`src/rtl/lt_cmp_arbiter_pkg.sv`:
```
// Shared types and helpers for the shared-comparator arbiter: requester tag width
// and the round-robin pick used by the arbiter.
package lt_cmp_pkg;

    localparam int unsigned MAX_REQ         = 16;
    localparam int unsigned IDX_W           = $clog2(MAX_REQ);
    localparam int unsigned DEFAULT_NUM_REQ = 4;

    typedef enum int {
        IMPL_BEHAV = 0,
        IMPL_RIPPLE = 1
    } impl_e;

    function automatic int unsigned calc_id_w(input int unsigned n);
        return (n > 1) ? $clog2(n) : 1;
    endfunction

    localparam int unsigned DEFAULT_ID_W = calc_id_w(DEFAULT_NUM_REQ);

    // Unused upper request bits must be zero: a mod-16 wrap then visits the live
    // requesters in the same order as a mod-NUM_REQ wrap would.
    function automatic logic [MAX_REQ-1:0] rr_pick(input logic [MAX_REQ-1:0] req,
                                                   input logic [IDX_W-1:0]   ptr);
        logic [MAX_REQ-1:0] grant;
        logic [IDX_W-1:0]   idx;
        logic               found;
        grant = '0;
        found = 1'b0;
        for (int k = 0; k < MAX_REQ; k++) begin
            idx = ptr + IDX_W'(k);
            if (!found && req[idx]) begin
                grant[idx] = 1'b1;
                found      = 1'b1;
            end
        end
        return grant;
    endfunction

endpackage

```
`src/rtl/lt_cmp_arbiter_if.sv`:
```
// Request/response bundle between compute clients and the shared comparator.
interface lt_cmp_arbiter_if
    import lt_cmp_pkg::*;
#(
    parameter int unsigned NUM_REQ = 4,
    parameter int unsigned WIDTH   = 32
);
    localparam int unsigned ID_W = calc_id_w(NUM_REQ);

    logic [NUM_REQ-1:0]       req_valid;
    logic [NUM_REQ-1:0]       req_ready;
    logic [NUM_REQ*WIDTH-1:0] req_a;
    logic [NUM_REQ*WIDTH-1:0] req_b;
    logic                     rsp_valid;
    logic                     rsp_ready;
    logic [ID_W-1:0]          rsp_id;
    logic                     rsp_lt;

    modport master (
        output req_valid, req_a, req_b, rsp_ready,
        input  req_ready, rsp_valid, rsp_id, rsp_lt
    );

    modport slave (
        input  req_valid, req_a, req_b, rsp_ready,
        output req_ready, rsp_valid, rsp_id, rsp_lt
    );
endinterface

```
`src/rtl/lt_cmp_arbiter_rr_arbiter.sv`:
```
// Round-robin arbiter: one-hot grant plus index; the pointer moves past a winner
// only when the grant is actually taken.
module rr_arbiter
    import lt_cmp_pkg::*;
#(
    parameter  int unsigned NUM_REQ = 4,
    localparam int unsigned ID_W    = calc_id_w(NUM_REQ)
) (
    input  logic               clk,
    input  logic               rst_n,
    input  logic [NUM_REQ-1:0] req_i,
    input  logic               adv_i,
    output logic [NUM_REQ-1:0] grant_o,
    output logic [ID_W-1:0]    idx_o
);

    logic [ID_W-1:0]    ptr_q;
    logic [ID_W-1:0]    ptr_d;
    logic [MAX_REQ-1:0] req_pad;
    logic [MAX_REQ-1:0] grant_pad;
    logic [IDX_W-1:0]   ptr_pad;

    always_comb begin
        req_pad                = '0;
        req_pad[NUM_REQ-1:0]   = req_i;
        ptr_pad                = '0;
        ptr_pad[ID_W-1:0]      = ptr_q;
        grant_pad              = rr_pick(req_pad, ptr_pad);
        grant_o                = grant_pad[NUM_REQ-1:0];
        idx_o                  = '0;
        for (int i = 0; i < MAX_REQ; i++) begin
            if (grant_pad[i]) idx_o = ID_W'(i);
        end
        ptr_d = ptr_q;
        if (adv_i && |grant_o) begin
            ptr_d = (idx_o == ID_W'(NUM_REQ - 1)) ? '0 : idx_o + 1'b1;
        end
    end

    always_ff @(posedge clk or negedge rst_n) begin
        if (!rst_n) ptr_q <= '0;
        else        ptr_q <= ptr_d;
    end

endmodule

```
`src/rtl/lt_uint_nbit.sv`:
```
// Unsigned WIDTH-bit less-than comparator with selectable implementation.
module lt_uint_nbit
    import lt_cmp_pkg::*;
#(
    parameter int unsigned WIDTH     = 32,
    parameter int          IMPL_TYPE = 0
) (
    input  logic [WIDTH-1:0] a_i,
    input  logic [WIDTH-1:0] b_i,
    output logic             lt_o
);

    generate
        if (IMPL_TYPE == IMPL_RIPPLE) begin : g_ripple
            // The most significant differing bit is visited last, so it decides.
            always_comb begin
                lt_o = 1'b0;
                for (int i = 0; i < WIDTH; i++) begin
                    if (a_i[i] != b_i[i]) lt_o = b_i[i];
                end
            end
        end else begin : g_behav
            assign lt_o = (a_i < b_i);
        end
    endgenerate

endmodule

```
`src/rtl/lt_cmp_arbiter.sv`:
```
// Shares one lt_uint_nbit among NUM_REQ requesters: round-robin accept into an
// operand register, compare, then a result register with backpressure.
module lt_cmp_arbiter
    import lt_cmp_pkg::*;
#(
    parameter int unsigned NUM_REQ   = 4,
    parameter int unsigned WIDTH     = 32,
    parameter int          IMPL_TYPE = 0
) (
    input logic              clk,
    input logic              rst_n,
    lt_cmp_arbiter_if.slave  bus
);

    localparam int unsigned ID_W = calc_id_w(NUM_REQ);

    logic             s1_valid_q, s1_valid_d;
    logic [WIDTH-1:0] a_q, a_d;
    logic [WIDTH-1:0] b_q, b_d;
    logic [ID_W-1:0]  s1_id_q, s1_id_d;
    logic             s2_valid_q, s2_valid_d;
    logic             lt_q, lt_d;
    logic [ID_W-1:0]  s2_id_q, s2_id_d;

    logic               s2_free, s1_adv, accept_ok, fire, cmp_lt;
    logic [NUM_REQ-1:0] grant;
    logic [ID_W-1:0]    grant_idx;
    logic [WIDTH-1:0]   a_sel, b_sel;

    assign s2_free   = !s2_valid_q || bus.rsp_ready;
    assign s1_adv    = s1_valid_q && s2_free;
    assign accept_ok = !s1_valid_q || s1_adv;

    // Ready is forced low throughout reset even though the empty pipe could accept.
    assign bus.req_ready = rst_n ? (grant & {NUM_REQ{accept_ok}}) : '0;
    assign fire          = |bus.req_ready;

    rr_arbiter #(.NUM_REQ(NUM_REQ)) u_arb (
        .clk     (clk),
        .rst_n   (rst_n),
        .req_i   (bus.req_valid),
        .adv_i   (accept_ok),
        .grant_o (grant),
        .idx_o   (grant_idx)
    );

    always_comb begin
        a_sel = '0;
        b_sel = '0;
        for (int i = 0; i < NUM_REQ; i++) begin
            if (grant[i]) begin
                a_sel = bus.req_a[i*WIDTH +: WIDTH];
                b_sel = bus.req_b[i*WIDTH +: WIDTH];
            end
        end
    end

    lt_uint_nbit #(.WIDTH(WIDTH), .IMPL_TYPE(IMPL_TYPE)) u_cmp (
        .a_i  (a_q),
        .b_i  (b_q),
        .lt_o (cmp_lt)
    );

    always_comb begin
        s2_valid_d = s2_valid_q;
        lt_d       = lt_q;
        s2_id_d    = s2_id_q;
        s1_valid_d = s1_valid_q;
        a_d        = a_q;
        b_d        = b_q;
        s1_id_d    = s1_id_q;
        if (s1_adv) begin
            s2_valid_d = 1'b1;
            lt_d       = cmp_lt;
            s2_id_d    = s1_id_q;
        end else if (bus.rsp_ready) begin
            s2_valid_d = 1'b0;
        end
        if (fire) begin
            s1_valid_d = 1'b1;
            a_d        = a_sel;
            b_d        = b_sel;
            s1_id_d    = grant_idx;
        end else if (s1_adv) begin
            s1_valid_d = 1'b0;
        end
    end

    always_ff @(posedge clk or negedge rst_n) begin
        if (!rst_n) begin
            s1_valid_q <= 1'b0;
            a_q        <= '0;
            b_q        <= '0;
            s1_id_q    <= '0;
            s2_valid_q <= 1'b0;
            lt_q       <= 1'b0;
            s2_id_q    <= '0;
        end else begin
            s1_valid_q <= s1_valid_d;
            a_q        <= a_d;
            b_q        <= b_d;
            s1_id_q    <= s1_id_d;
            s2_valid_q <= s2_valid_d;
            lt_q       <= lt_d;
            s2_id_q    <= s2_id_d;
        end
    end

    assign bus.rsp_valid = s2_valid_q;
    assign bus.rsp_id    = s2_id_q;
    assign bus.rsp_lt    = lt_q;

    // A pending requester must not change its operands until it is accepted.
    generate
        for (genvar g = 0; g < NUM_REQ; g++) begin : g_hold_chk
            assert property (@(posedge clk) disable iff (!rst_n)
                (bus.req_valid[g] && !bus.req_ready[g]) |=>
                (!bus.req_valid[g] ||
                 ($stable(bus.req_a[g*WIDTH +: WIDTH]) && $stable(bus.req_b[g*WIDTH +: WIDTH]))));
        end
    endgenerate

    assert property (@(posedge clk) disable iff (!rst_n) $onehot0(bus.req_ready));

endmodule
```
`src/flat_wrapper.sv`:
```
// flat-port wrapper written by rule: the top's interface ports become plain ports
module lt_cmp_arbiter_flat import lt_cmp_pkg::*;
#(
    parameter int unsigned NUM_REQ   = 4,
    parameter int unsigned WIDTH     = 32,
    parameter int          IMPL_TYPE = 0
)
  (clk, rst_n, bus_req_valid, bus_req_a, bus_req_b, bus_rsp_ready, bus_req_ready, bus_rsp_valid, bus_rsp_id, bus_rsp_lt);
  lt_cmp_arbiter_if #(.NUM_REQ(NUM_REQ), .WIDTH(WIDTH)) bus_i ();
  input logic clk;
  input logic rst_n;
  input wire logic [$bits(bus_i.req_valid)-1:0] bus_req_valid;
  input wire logic [$bits(bus_i.req_a)-1:0] bus_req_a;
  input wire logic [$bits(bus_i.req_b)-1:0] bus_req_b;
  input wire logic [$bits(bus_i.rsp_ready)-1:0] bus_rsp_ready;
  output wire logic [$bits(bus_i.req_ready)-1:0] bus_req_ready;
  output wire logic [$bits(bus_i.rsp_valid)-1:0] bus_rsp_valid;
  output wire logic [$bits(bus_i.rsp_id)-1:0] bus_rsp_id;
  output wire logic [$bits(bus_i.rsp_lt)-1:0] bus_rsp_lt;
  assign bus_i.req_valid = bus_req_valid;
  assign bus_i.req_a = bus_req_a;
  assign bus_i.req_b = bus_req_b;
  assign bus_i.rsp_ready = bus_rsp_ready;
  assign bus_req_ready = bus_i.req_ready;
  assign bus_rsp_valid = bus_i.rsp_valid;
  assign bus_rsp_id = bus_i.rsp_id;
  assign bus_rsp_lt = bus_i.rsp_lt;
  lt_cmp_arbiter #(.NUM_REQ(NUM_REQ), .WIDTH(WIDTH), .IMPL_TYPE(IMPL_TYPE)) u_core (.clk(clk), .rst_n(rst_n), .bus(bus_i));
endmodule
```
`config.mk`:
```
export PLATFORM = sky130hd
export DESIGN_NAME = lt_cmp_arbiter_flat
export DESIGN_NICKNAME = d
export VERILOG_FILES = /design/src/rtl/lt_cmp_arbiter_pkg.sv /design/src/rtl/lt_cmp_arbiter_if.sv /design/src/rtl/lt_cmp_arbiter_rr_arbiter.sv /design/src/rtl/lt_uint_nbit.sv /design/src/rtl/lt_cmp_arbiter.sv /design/src/flat_wrapper.sv
export SDC_FILE = /design/constraint.sdc
export NUM_CORES = 1
export LEC_CHECK = 0
export CORE_MARGIN = 1
export CORE_UTILIZATION = 50
export CTS_CLUSTER_DIAMETER = 150
export DETAILED_ROUTE_END_ITERATION = 10
export DONT_BUFFER_PORTS = 1
export PLACE_DENSITY = 0.64
export SLEW_MARGIN = 20
export SYNTH_ARGS = -nofsm -noshare
export SYNTH_HDL_FRONTEND = slang
export SYNTH_HIERARCHICAL = 1
export SYNTH_SLANG_ARGS = --single-unit
```
`constraint.sdc`:
```
create_clock -name clk -period 5.65 [get_ports clk]
set_input_delay 1.13 -clock clk [delete_from_list [all_inputs] [get_ports clk]]
set_output_delay 1.13 -clock clk [all_outputs]
set_load 0.005 [all_outputs]
```
# After elaboration in Yosys (flattened, before gate mapping)
# Index checks and enable logic that the tools add are counted.
# Widths: inputs -> output; s select.
# totals
input_bits	263
word_cells	254
output_inout_bits	8
register_bits	73
# classes
n_eq_ne	1
n_addsub	16
order_cmp	33
bitwise_logic	16
muxes	124
reduce_logical	56
# ops
cell	count
$mux 32	8
$mux 16	15
$or 16x16->16	14
$bmux 1 s4	15
$demux 1 s4	15
$lt 4x5->1 const B	12
$mux 1	52
$ge 4x1->1 const B	12
$logic_and 1x1->1	33
$lt 32x32->1	1
$mux 2	15
$logic_not 1->1	17
$add 2x3->4 const B	4
$add 2x4->4 const B	4
$or 4x16->16	1
$lt 3x5->1 const B	3
$ge 3x1->1 const B	3
$add 3x3->4 const B	2
$mux 4	2
$reduce_or 4->1	2
$add 2x2->3 const B	2
$lt 2x5->1 const B	1
$add 3x1->4 const B	1
$add 3x2->4 const B	1
other kinds (9)	11

# Logic depth before layout (Yosys ltp)
# logic_depth
word_depth	65
ltp_mapped	16
mapped_depth_nobuf	11

# By module
# Netlist, hierarchy kept.
# by_module_without_submodules
mod	seq_area_each_um2	area_each_um2	n_inst	cells_per_inst
lt_cmp_arbiter	1776.7	4154.0	1	416
rr_arbiter	50.0	904.6	1	108
lt_uint_nbit	0.0	798.3	1	110

# Worst setup path after synthesis
# Ideal clock, no wire load.
# synth_path
path_kind	flip-flop to output port
start	register u_core.u_arb.ptr_q[1]
end	output port bus_req_ready[1]
arrival_ns	3.294
path_buffers	5
required_time_ns	4.520
stages_incl_launch_ff	15
path_slack_ns	1.226
cell_sequence	dfrtp_1 > clkbuf_1 > inv_1 > ha_1 > buf_6 > mux2_4 > a22oi_4 > and3_1 > buf_2 > a31oi_1 > o2111a_1 > inv_1 > clkbuf_1 > clkbuf_1 > and2_1
# synth_between
elab_chain_len	50
word_cells_on_any_way	205
cone_classes	add/sub (15); order compare (32); mux (96); bitwise (16); reduce/logical (46)
# synth_rtl
element	line	rtl
start: declaration	lt_cmp_arbiter_rr_arbiter.sv:17	logic [ID_W-1:0] ptr_q;
start signal: assignment	lt_cmp_arbiter_rr_arbiter.sv:42	else ptr_q <= ptr_d;
branches (longest 47 deep; another with $lt 3x5->1)	-	
$mux 16 (*)	lt_cmp_arbiter_pkg.sv:31	if (!found && req[idx]) begin
net u_core.grant[1]	lt_cmp_arbiter.sv:26	logic [NUM_REQ-1:0] grant;
$and 4x4->4 (*)	lt_cmp_arbiter.sv:35	assign bus.req_ready = rst_n ? (grant & {NUM_REQ{accept_ok}}) : '0;
$mux 4 (*)	lt_cmp_arbiter.sv:35	
end: declaration	flat_wrapper.sv:16	output wire logic [$bits(bus_i.req_ready)-1:0] bus_req_ready;
# Mark *: on every way through the listed nets, which the timed path passes. The select of a mux whose other input is x is not followed.

# Worst setup path in the final report
# layout_path
start	register u_core.u_arb.ptr_q[1]
end	register u_core.b_q[9]
# layout_between
word_cells_on_any_way	210
cone_classes	add/sub (15); order compare (32); mux (100); bitwise (16); reduce/logical (47)
# layout_rtl
element	line	rtl
branches (longest 47 deep; another with $lt 3x5->1)	-	
$mux 16 (*)	lt_cmp_arbiter_pkg.sv:31	
net u_core.grant[1]	lt_cmp_arbiter.sv:26	
$and 4x4->4 / $mux 32 (equally long branches)	lt_cmp_arbiter.sv:35, lt_cmp_arbiter.sv:51	
$mux 4 / $mux 32 (equally long branches)	lt_cmp_arbiter.sv:35, lt_cmp_arbiter.sv:51	
$reduce_or 4->1 / $mux 32 (equally long branches)	lt_cmp_arbiter.sv:36, lt_cmp_arbiter.sv:51	
end signal: assignment	lt_cmp_arbiter.sv:93	b_q <= '0;
end signal: assignment	lt_cmp_arbiter.sv:101	b_q <= b_d;
end: declaration	lt_cmp_arbiter.sv:19	logic [WIDTH-1:0] b_q, b_d;
# Marked as above.
# A chain may end at the register's enable or synchronous reset.

==> metrics <==
# rows=39; crit path capture type=flop; sw power=2.787 mW; Avg Inst Size Synth=9.238 sq um; initial antenna violation count=0; WL/cell=24.49 microns; first-pass iteration count of the detailed router=5; Clock Tree Root=clkbuf_16; Seq/Total Area, Yosys=31.19%; Cell Int Power=2.557 mW; CTS resizes=0; Post-synth EDFFs=0; synth warn=6; post-synth top area cell=dfrtp_1; grt peak-use layer=met2; Post-synth top cells=o31ai_1, dfrtp_1, a221oi_1, o22ai_1, clkbuf_1; met3 Track Usage GR=6.526%; max_cap viols=0; combinational power share=71.9%; unrepaired setup endpoints after global routing=false; vias in the first global route=5167; DIE HEIGHT=110.2 microns; period utilisation layout=84.98%; M2 GR Usage=49.20%; total die area=0.01215 sq mm; Crit Path Max Fanout=68; via count=5488; syn nets=936; first-pass GRT wire length=26360 microns; HPWL Detailed=12410 microns; Area contributors post-synth=dfrtp_1, o31ai_1, a221oi_1; Flop pwr share=18.0%; setup violators final=0; Clock Sinks=73; CTS Hold Bufs=0; Congestion Overflow GR=0; post-synthesis simple-gate area fraction=7.926%; mux cell area share after synthesis=3.461%; post-synthesis async set-or-reset flop share=100.0%; unique cell type count in the Yosys netlist=70; number of H-tree levels=3; M1 GR Usage=35.39%; Setup Crit Path Kind=reg2reg; Port Buffers=0; hold crit path type=in2async; share of the synthesized area in the top cell type=31.19%; Synth Area in Adders=8.332%; Setup Buffers After CTS=0; most used flip-flop cell after synthesis=dfrtp_1; top-count cell post-synth=o31ai_1; Static Leak=2.439 nW; largest family of logic cells by synthesized area=compound AO/OA/AOI/OAI gates; Worst Max-Slew Pin Slew=0.8090 ns; Final Hold Fails=0; Crit path arrival time=5.00 ns; vias per cell=7.467; Tot GR Track Use=28.80%; area grow syn2layout=4.486%; synthesized area=0.005857 sq mm; num ports=271; TritonCTS clock tree=done; area occupied by multi-input gates=0.003580 sq mm; antenna viol nets, final=0; Yosys reg bits=73; Clock Skew=0.007651 ns; die width=110.2 microns; final worst path period need=4.802 ns; core area=0.01142 sq mm; clock-pin slew on the worst setup and hold paths=0.06 ns; nets=889; pin count of the biggest net entering global routing=75; Placed Instances=719; Post-Synth XOR/XNOR Area=0%; clock network power share=10.1%; Power Dens Cells=873.3 mW/mm^2; WL final=18000 microns; worst skew pair latency=0.34 ns; Sw Ratio=52.15%; DRT iter0 DRCs=476; fmax=208.3 MHz; Mapped Cells=634; DR DRC count=0; Max IR drop VDD=671.4 uV; Synth Area in Compound Gates=41.08%; Non-Filler Instances=735; cts bufs inserted=9; layout cells sized above 1=8.784%; Setup TNS=0 ns; register area=0.001827 sq mm; Initial Util=51.29%; crit path launch type=flop; filler cell count=1086; Slew HR=45.95%; Final Max Slew Viols=0; ANT cells=0; Critical Path RT=5.85 ns; status=finished, final reports clean; GPL Wtd Cong=0.8974; Clock Path Buffers=2
==> cells by family after synthesis <==
group           count (synthesis)
simple gates                   80
compound gates                317
buf+inv                       110
mux                            15
flops                          73
fa+ha+maj                      39
==> layout by cell type, fill, tap and decap left out, drive strengths merged, types with 10 or more instances in the layout <==
cell type  count
o31ai        127
dfrtp         73
a221oi        69
o22ai         65
inv           42
ha            39
nand2         21
a21oi         18
clkbuf        14
nor2          13
buf           10
mux2          10
==> final cells by class <==
type	count	share of cell area [%]
clock buffer	14	4.314
clock inverter	2	0.2045
inverter	42	2.576
multi-input combinational	451	58.50
sequential	73	29.85
tap	143	2.924
timing repair buffer	10	1.636
==> metal layers <==
layer	share of wire [%]	routed length, microns
met5	0	0
met4	2.4	437
met2	50	8973
met1	41	7326
met3	7.0	1260
==> critical path, cell delays in order (launching register included) <==
cell,delay (ns)
dfrtp_1,0.62
inv_1,0.19
ha_1,0.51
mux2i_1,0.38
o22ai_4,0.19
nor4_4,0.56
a31oi_1,0.11
o2111a_1,0.29
inv_2,0.08
buf_4,0.61
nor2b_4,0.32
buf_4,0.34
a221oi_1,0.32
o31ai_1,0.10
==> power by group through the flow <==
stage / sequential (mW) / clock, mW / combinational [mW]
5_1_grt: 0.996 / 0.571 / 4.24
3_3_place_gp: 0.964 / 0 / 3.73
2_1_floorplan: 0.912 / 0 / 3.03
6_report: 0.964 / 0.539 / 3.84
4_1_cts: 0.963 / 0.552 / 3.84
3_5_place_dp: 0.969 / 0 / 3.82
==> stage by stage <==
step | hold slack, ns | area [sq um] | total power [mW] | setup slack [ns] | util (%)
finish | 0.4815 | 6120 | 5.344 | 0.8484 | 53.59
global route | 0.4666 | 6120 | 5.810 | 0.5110 | 53.59
CTS | 0.4699 | 6120 | 5.353 | 0.9131 | 53.59
detailed placement | 0.4947 | 5843 | 4.791 | 0.9629 | 51.17
global placement | 0.4871 | 5843 | 4.697 | 1.076 | 51.17
floorplan | 0.4496 | 5857 | 3.946 | 1.226 | -
==> flip-flops by register name, summed over array words and instances, names as in the netlist <==
register,count
u_core/s1_id_q,2
u_core/u_arb/ptr_q,2
u_core/bus.rsp_id,2
u_core/s1_valid_q,1
u_core/a_q,32
u_core/bus.rsp_valid,1
u_core/bus.rsp_lt,1
u_core/b_q,32
==> path summary, 6_finish.rpt <==
| check | from | end | slack, ns | cells after the start |
|---|---|---|---|---|
| setup / recovery | u_core/u_arb/ptr_q[1] | u_core/b_q[9] | 0.85 | 13 |
| hold / removal | rst_n | u_core/b_q[19] | 0.48 | 0 |
| max in group asynchronous | rst_n | u_core/s1_id_q[1] | 5.07 | 0 |
| setup reg to reg | u_core/u_arb/ptr_q[1] | u_core/b_q[9] | 0.85 | 13 |
| hold reg to reg | u_core/b_q[1] | u_core/b_q[1] | 0.51 | 2 |
| min in group clk | u_core/b_q[1] | u_core/b_q[1] | 0.51 | 2 |
Note: power is estimated with default switching activity, not from simulation.
